`config.mk`:
```
export PLATFORM = sky130hd
export DESIGN_NAME = prg_upload
export DESIGN_NICKNAME = d
export VERILOG_FILES = /design/src/rtl/vic20_upload_pkg.sv /design/src/rtl/prg_upload.sv
export SDC_FILE = /design/constraint.sdc
export NUM_CORES = 1
export LEC_CHECK = 0
export CORE_MARGIN = 5
export CORE_UTILIZATION = 35
export DETAILED_ROUTE_END_ITERATION = 7
export GPL_TIMING_DRIVEN = 0
export PLACE_DENSITY = 0.63
export SLEW_MARGIN = 25
export SYNTH_ARGS = -nofsm -noshare
export SYNTH_HDL_FRONTEND = slang
export SYNTH_SLANG_ARGS = --single-unit
```
`constraint.sdc`:
```
create_clock -name clk_sys -period 3.15 [get_ports clk_sys]
set_clock_uncertainty 0.05 [all_clocks]
set_input_delay 0.63 -clock clk_sys [delete_from_list [all_inputs] [get_ports clk_sys]]
set_output_delay 0.63 -clock clk_sys [all_outputs]
set_load 0.01 [all_outputs]
```
`src/rtl/vic20_upload_pkg.sv`:
```
// rtl/vic20_upload_pkg.sv - shared types and constants for the PRG upload path
package vic20_upload_pkg;

    typedef enum logic [3:0] {
        IDLE,
        PTR0,
        PTR1,
        PTR2,
        PTR3,
        HDR_LO,
        HDR_HI,
        FETCH,
        SEND,
        FINISH
    } upload_state_t;

    // Offsets within a zero-page pointer pair, and from the start pair to the end pair
    localparam logic [15:0] PTR_LO  = 16'd0;
    localparam logic [15:0] PTR_HI  = 16'd1;
    localparam logic [15:0] PTR_END = 16'd2;

    localparam logic [16:0] HDR_LEN = 17'd2;

endpackage

```
`src/rtl/prg_upload.sv`:
```
// rtl/prg_upload.sv - streams the BASIC program area out as a PRG image
module prg_upload
    import vic20_upload_pkg::*;
#(
    parameter logic [15:0] PTR_BASE = 16'h002B
) (
    input  logic        clk_sys,
    input  logic        reset,
    input  logic        start,
    input  logic        abort,
    output logic        busy,
    output logic        done,
    output logic [16:0] byte_count,
    output logic        mem_req,
    output logic [15:0] mem_addr,
    input  logic        mem_ack,
    input  logic [7:0]  mem_data,
    output logic        up_valid,
    output logic [7:0]  up_data,
    input  logic        up_ready
);

    upload_state_t state;
    logic [15:0]   start_addr;
    logic [15:0]   end_addr;
    logic [15:0]   cur_addr;
    logic [15:0]   next_addr;
    logic          transfer;
    logic          ack_ok;

    assign transfer  = up_valid & up_ready;
    // An ack only counts against a request we actually raised
    assign ack_ok    = mem_req & mem_ack;
    assign next_addr = cur_addr + 16'd1;

    function automatic logic [15:0] ptr_addr(input upload_state_t s);
        case (s)
            PTR0:    ptr_addr = PTR_BASE + PTR_LO;
            PTR1:    ptr_addr = PTR_BASE + PTR_HI;
            PTR2:    ptr_addr = PTR_BASE + PTR_END + PTR_LO;
            default: ptr_addr = PTR_BASE + PTR_END + PTR_HI;
        endcase
    endfunction

    always_ff @(posedge clk_sys or posedge reset) begin
        if (reset) begin
            state      <= IDLE;
            busy       <= 1'b0;
            done       <= 1'b0;
            byte_count <= '0;
            mem_req    <= 1'b0;
            mem_addr   <= '0;
            up_valid   <= 1'b0;
            up_data    <= '0;
            start_addr <= '0;
            end_addr   <= '0;
            cur_addr   <= '0;
        end else if (abort) begin
            state    <= IDLE;
            busy     <= 1'b0;
            done     <= 1'b0;
            mem_req  <= 1'b0;
            up_valid <= 1'b0;
        end else begin
            done <= 1'b0;
            case (state)
                IDLE: begin
                    if (start) begin
                        byte_count <= '0;
                        busy       <= 1'b1;
                        state      <= PTR0;
                    end
                end
                PTR0, PTR1, PTR2, PTR3: begin
                    if (!mem_req) begin
                        mem_req  <= 1'b1;
                        mem_addr <= ptr_addr(state);
                    end else if (ack_ok) begin
                        mem_req <= 1'b0;
                        case (state)
                            PTR0: begin
                                start_addr[7:0] <= mem_data;
                                state           <= PTR1;
                            end
                            PTR1: begin
                                start_addr[15:8] <= mem_data;
                                state            <= PTR2;
                            end
                            PTR2: begin
                                end_addr[7:0] <= mem_data;
                                state         <= PTR3;
                            end
                            default: begin
                                end_addr[15:8] <= mem_data;
                                up_data        <= start_addr[7:0];
                                up_valid       <= 1'b1;
                                state          <= HDR_LO;
                            end
                        endcase
                    end
                end
                HDR_LO: begin
                    if (transfer) begin
                        byte_count <= byte_count + 17'd1;
                        up_data    <= start_addr[15:8];
                        state      <= HDR_HI;
                    end
                end
                HDR_HI: begin
                    if (transfer) begin
                        byte_count <= HDR_LEN;
                        up_valid   <= 1'b0;
                        cur_addr   <= start_addr;
                        // End pointer is exclusive: end <= start is an empty body
                        if (end_addr > start_addr) begin
                            state <= FETCH;
                        end else begin
                            done  <= 1'b1;
                            state <= FINISH;
                        end
                    end
                end
                FETCH: begin
                    if (!mem_req) begin
                        mem_req  <= 1'b1;
                        mem_addr <= cur_addr;
                    end else if (ack_ok) begin
                        mem_req  <= 1'b0;
                        up_data  <= mem_data;
                        up_valid <= 1'b1;
                        state    <= SEND;
                    end
                end
                SEND: begin
                    if (transfer) begin
                        byte_count <= byte_count + 17'd1;
                        up_valid   <= 1'b0;
                        cur_addr   <= next_addr;
                        if (next_addr == end_addr) begin
                            done  <= 1'b1;
                            state <= FINISH;
                        end else begin
                            state <= FETCH;
                        end
                    end
                end
                FINISH: begin
                    busy  <= 1'b0;
                    state <= IDLE;
                end
                default: state <= IDLE;
            endcase
        end
    end

endmodule

```
**Word-level counts from Yosys, hierarchy flattened**

Index checks and enable logic that the tools add are counted.

- Flip-flop bits (word level): 97
- Latch bits: 0
- RAM bits: 0
- Bits in read-only memories: 0
- Input bits: 14
- Logic and storage cells: 128
- Memories: 0

- Add/subtract/negate cells: 2
- Multipliers: 0
- Div/mod/pow operators: 0
- Order comparisons: 1
- Equality and inequality tests: 32
- Shifts and indexed selects: 0
- Multiplexer cells: 52
- Bitwise logic cells: 4
- Reductions and logical operators: 24

Operator list:

| kind | count |
|---|---|
| two-way mux 16 bit | 4 |
| case mux 16 bit (2 select lines) | 2 |
| two-way mux 17 bit | 3 |
| case mux 17 bit (3 select lines) | 1 |
| two-way mux 8 bit | 6 |
| two-way mux 4 bit | 11 |
| != test 3 bit (second input constant) | 9 |
| AND reduction 5 bit | 5 |
| case mux 4 bit (6 select lines) | 1 |
| case mux 8 bit (3 select lines) | 1 |
| != test 2 bit (second input constant) | 11 |
| two-way mux 1 bit | 18 |
| case mux 3 bit (3 select lines) | 2 |
| adder 17 x 1 -> 17 bit (second input constant) | 1 |
| adder 16 x 1 -> 16 bit (second input constant) | 1 |
| == test 16 bit | 1 |
| == test 4 x 3 -> 1 bit (second input constant) | 4 |
| > comparator 16 bit | 1 |
| AND reduction 8 bit | 2 |
| nonzero test 3 bit | 3 |
| == test 4 x 2 -> 1 bit (second input constant) | 2 |
| == test 4 bit (second input constant) | 2 |
| AND reduction 4 bit | 2 |
| AND reduction 7 bit | 1 |
| 15 further kinds | 21 |

**Logic depth before layout (Yosys ltp)**

- Depth in word-level cells: 7
- Mapped depth: 9

**Worst setup path after synthesis**

Ideal clock, no wire load.

- Path type: input -> register
- Start point: input port up_ready
- End point: register byte_count[16]
- Library setup time: 0.077 ns
- Data arrival time: 1.965 ns
- Setup slack: 1.057 ns
- Cell stages on the path: 7
- Cell sequence: nand2_1 a32oi_1 o21a_1 buf_4 nand4_4 or4_1 a21oi_1

- Longest elaborated chain between the ends: 3
- Elaborated cells on any way between the ends: 4

Ends and longest elaborated chain:

| element | line | RTL |
|---|---|---|
| from (decl) | prg_upload.sv:20 | `input logic up_ready` |
| bitwise AND 1 bit (*) | prg_upload.sv:31 | `assign transfer = up_valid & up_ready;` |
| != test 2 x 1 -> 1 bit (no line) or != test 2 bit (tied branches) | -- |  |
| AND reduction 5 bit (no line) (*) | -- |  |
| to (signal assigned) | prg_upload.sv:104 | `byte_count <= byte_count + 17'd1;` |
| to (signal assigned) | prg_upload.sv:136 | `byte_count <= byte_count + 17'd1;` |
| to (decl) | prg_upload.sv:13 | `output logic [16:0] byte_count,` |

Every way passes the cells marked *; elsewhere a longest branch is shown, timed or not.
A chain may end at the register's enable or synchronous reset.

**Worst setup path after layout**

- Start point: register state[3]
- End point: register done

- Longest elaborated chain between the ends: 3
- Elaborated cells on any way between the ends: 4

Ends and longest elaborated chain:

| element | line | RTL |
|---|---|---|
| from (decl) | prg_upload.sv:23 | `upload_state_t state;` |
| from (signal assigned) | prg_upload.sv:47 | `state <= IDLE;` |
| from (signal assigned) | prg_upload.sv:59 | `state <= IDLE;` |
| from (signal assigned) | prg_upload.sv:71 | `state <= PTR0;` |
| == test 4 bit or == test 4 x 3 -> 1 bit (tied branches) | prg_upload.sv:66 | `case (state)` |
| case mux 1 bit (2 select lines) (*) | prg_upload.sv:66 |  |
| two-way mux 1 bit (*) | prg_upload.sv:58 | `end else if (abort) begin` |
| to (signal assigned) | prg_upload.sv:49 | `done <= 1'b0;` |
| to (signal assigned) | prg_upload.sv:61 | `done <= 1'b0;` |
| to (signal assigned) | prg_upload.sv:65 | `done <= 1'b0;` |
| to (decl) | prg_upload.sv:12 | `output logic done,` |

Marks and branches as above.

==> metrics.md <==
| Metric | Value |
|---|---|
| Tcrit/Tclk final | between 80 and 90% |
| Post-synth top flop | dfrtp_1 |
| Die width | 138 um |
| # DRC | 0 |
| Vias in the first global route | 5000 |
| # fillers | roughly 1500 |
| Max Cap Viol | 0 |
| Top delay family on crit path | compound AO/OA/AOI/OAI gates |
| Final design utilization | 43.6% |
| Syn Nets | 650 |
| Clock Latency Late Sink | 0.36 ns |
| Vias | 5203 |
| Worst Hold Launch | mem_addr[2] |
| CTS tree | built |
| Vias/cell | 5.71 |
| Reg2reg setup slack | 0.42 ns |
| Initial antenna violation count | 0 |
| Die Area | approximately 19000 um2 |
| Reg2Reg Launch Point | state[3] |
| Antenna cells | 0 |
| Commonest non-fill, non-tap cell in the layout | dfrtp_1 |
| Final Net Count | 722 |
| CP Class | reg -> reg |
| Global-route wire length before repair | 26800 um |
| Area growth, synth to finish | 21.4% |
| CP Cell Sequence | nor2b_1, buf_2, nand2_1, a2111oi_4, clkbuf_1, o21ai_0, a21oi_1 |
| Per-cell routed wire length | 18.5 um |
| Root buffer cell | clkbuf_16 |
| Finish-stage setup viols | 0 |
| Relative slew slack | 44.7% |
| IO Count | 59 |
| Commonest cells after routing, fill and taps aside | dfrtp_1 (97), a21oi_1 (63), clkdlybuf4s50_1 (58) |
| Syn avg cell area | 9.26 um2 |
| Total track usage | 18.1% |
| Syn. warnings | 0 |
| H-Tree Depth | 3 |
| Status | finished, final reports clean |
| CTS Buf Count | 9 |
| CORE AREA | 15900 um2 |
| Max Slew Vio Count | 0 |
| Seq cells post-synth | 97 |
| Clock buffer depth | 2 |
| Final hold viol count | 0 |
| Distinct cells, synth | 63 |
| Hold Path End | mem_addr[2] |
| CP startpoint kind | flop |
| CP max stage cell | a2111oi_4 |
| Largest net degree at the start of global routing | 30 |
| Fin cells | 911 |
| RSZ-0062 raised after global routing | no |
| Setup tns final | 0 ns |
| Number of iterations in the first detailed-routing pass | 5 |
| Rows | 46 |
| Critical R2R Capture | done |
| Fmax | 367 MHz |
| Max VDD drop | approximately 0.00032 V |
| Initial Utilization | 35.9% |
| Slew @ Worst Pin | 0.828 ns |
| Layout cells sized above 1 | about a tenth |
| Port buffer count | 58 |
| Final WL | about 17000 um |
| Power Density | 603 nW/um2 |
| Remaining global-route overflow | 0 |
| WP buf/inv | 2 |
| Chip height | 138 um |
| Tmin final | ~2.7 ns |
| DR iter-0 viols | 399 |
| Post-Syn Area | 5720 um2 |
| Worst path arrival time | 2.94 ns |
| Gpl congestion | 0.894 |
| Crit. End Element | flop |
| Worst Hold Depth | 2 |
| CP required | 3.37 ns |
| Post-Syn Instances | 618 |
| Setup bufs post-CTS | 0 |
| Sequential share of the synthesized area | a little over two fifths |
| Post-synth EDFFs | 0 |
| Clock Pin Slew Worst Setup and Hold Paths | around 0.060 ns |
| Hpwl dp | 12900 um |
| Worst R2R Path Depth | 7 |
| CP Max Fanout | 10 |
| CP peak stage delay | about 0.7 ns |
| Cts-stage hold buffer count | 0 |
| Dpl cells | 895 |
| Post-route ant nets | 0 |
| PostCTS Resize Cnt | 0 |
| HP Class | reg -> reg |
| TritonCTS Sinks | 97 |
| Fraction of registers with async set/reset | between 90% and 100% |
| Static Leak | 2.84 nW |
-- flip-flops by register name (all words and copies together), names as in the netlist --
register	flops
busy	1
byte_count	17
cur_addr	16
done	1
end_addr	16
mem_addr	16
mem_req	1
start_addr	16
state	4
up_data	8
up_valid	1
-- cell usage after synthesis, types with 2 or more instances --
library cell  instances  share of area [%]
nand2b_1              8               0.87
nor4_1                5               0.55
o21ai_0              38                3.3
nand4_1              16                1.7
or4_1                 3               0.39
clkbuf_1             19                1.2
o31ai_1               2               0.26
xor2_1                9                1.4
ha_1                 18                3.9
buf_1                 3               0.20
inv_1                31                2.0
buf_2                 8               0.70
a21o_1                4               0.52
a311oi_1              2               0.31
nand3_1              27                2.4
o41ai_1               2               0.31
mux2_2               32                6.3
a2bb2oi_1             3               0.46
buf_4                 3               0.39
or2_2                 2               0.22
nand2_1              52                3.4
o22ai_1               9               0.98
and2_1                3               0.33
a22o_1               12                1.8
o211ai_1              8                1.0
a21oi_1              63                5.5
nor2b_1               4               0.44
o21a_1                5               0.66
a22oi_1               3               0.39
o32a_1                2               0.35
a31oi_1               7               0.77
xnor2_1              10                1.5
o21ai_1               5               0.44
mux2i_1               9                1.6
and3_1                8               0.87
a2111o_1              3               0.59
nor3_1                8               0.70
or3_1                 9               0.98
nor2_1               38                2.5
nand3b_1              2               0.26
dfrtp_1              97                 42
and4_1                5               0.77
-- worst register-to-register path, delay by kind of cell (launching register included) --
| family | cells | cell delay (ns) |
|---|---|---|
| AO/OA/AOI/OAI | 3 | 1.08 |
| buffers and inverters | 2 | 0.76 |
| flip-flops | 1 | 0.47 |
| AND/OR/NAND/NOR | 2 | 0.28 |
-- power breakdown --
| group | internal (W) | total [W] | switching [W] |
|---|---|---|---|
| logic | 0.000603 | 0.00142 | 0.000819 |
| clock network | 0.000639 | 0.00114 | 0.000503 |
| registers | 0.00142 | 0.00162 | 0.000206 |
| total | 0.00266 | 0.00419 | 0.00153 |
-- stage by stage --
step	setup WS (ns)	hold WS, ns	area (um2)	total power (W)
after floorplan	1.06	0.451	5730	0.00254
after global placement	0.228	0.417	6580	0.00299
after detailed placement	0.183	0.427	6640	0.00305
after CTS	0.483	0.443	6950	0.00419
after global routing	0.329	0.469	6950	0.00443
final	0.423	0.434	6950	0.00419
-- worst max-delay path by stage --
stage	start	endpoint	cells after the start
6_report	state[3]	done	7
4_1_cts	state[3]	done	7
2_1_floorplan	up_ready	byte_count[16]	7
3_3_place_gp	up_ready	done	6
5_1_grt	state[3]	done	7
3_5_place_dp	up_ready	done	6
-- metal layers --
metal	wire (um)	track usage (%)	up-vias
met2	7640	27.5	205
met5	0	0	-
li1	-	-	2413
met3	1090	2.50	33
met1	7650	25.9	2552
met4	486	7.46	0
-- cell families after synthesis --
kind of cell | count (synthesis) | share of synthesized area [%]
buffers and inverters | 64 | 4.57
adders and majority gates | 18 | 3.94
xor gates and xnor gates | 19 | 2.91
muxes | 41 | 7.87
DFF | 97 | 42.4
AOI/OAI and AO/OA | 182 | 20.4
and+or+nand+nor | 197 | 17.8
-- area by class of cell --
cell class / instances / area (um2) / share of cell area [%]
clock inverters: 6 / 65.1 / 0.936
clock buffers: 10 / 239 / 3.44
inverters: 31 / 120 / 1.73
plain buffers: 33 / 145 / 2.09
multi-input cells: 457 / 3030 / 43.7
flip-flops and latches: 97 / 2430 / 34.9
well taps: 216 / 270 / 3.89
repair buffers: 61 / 648 / 9.33
(Power assumes the default switching activity.)
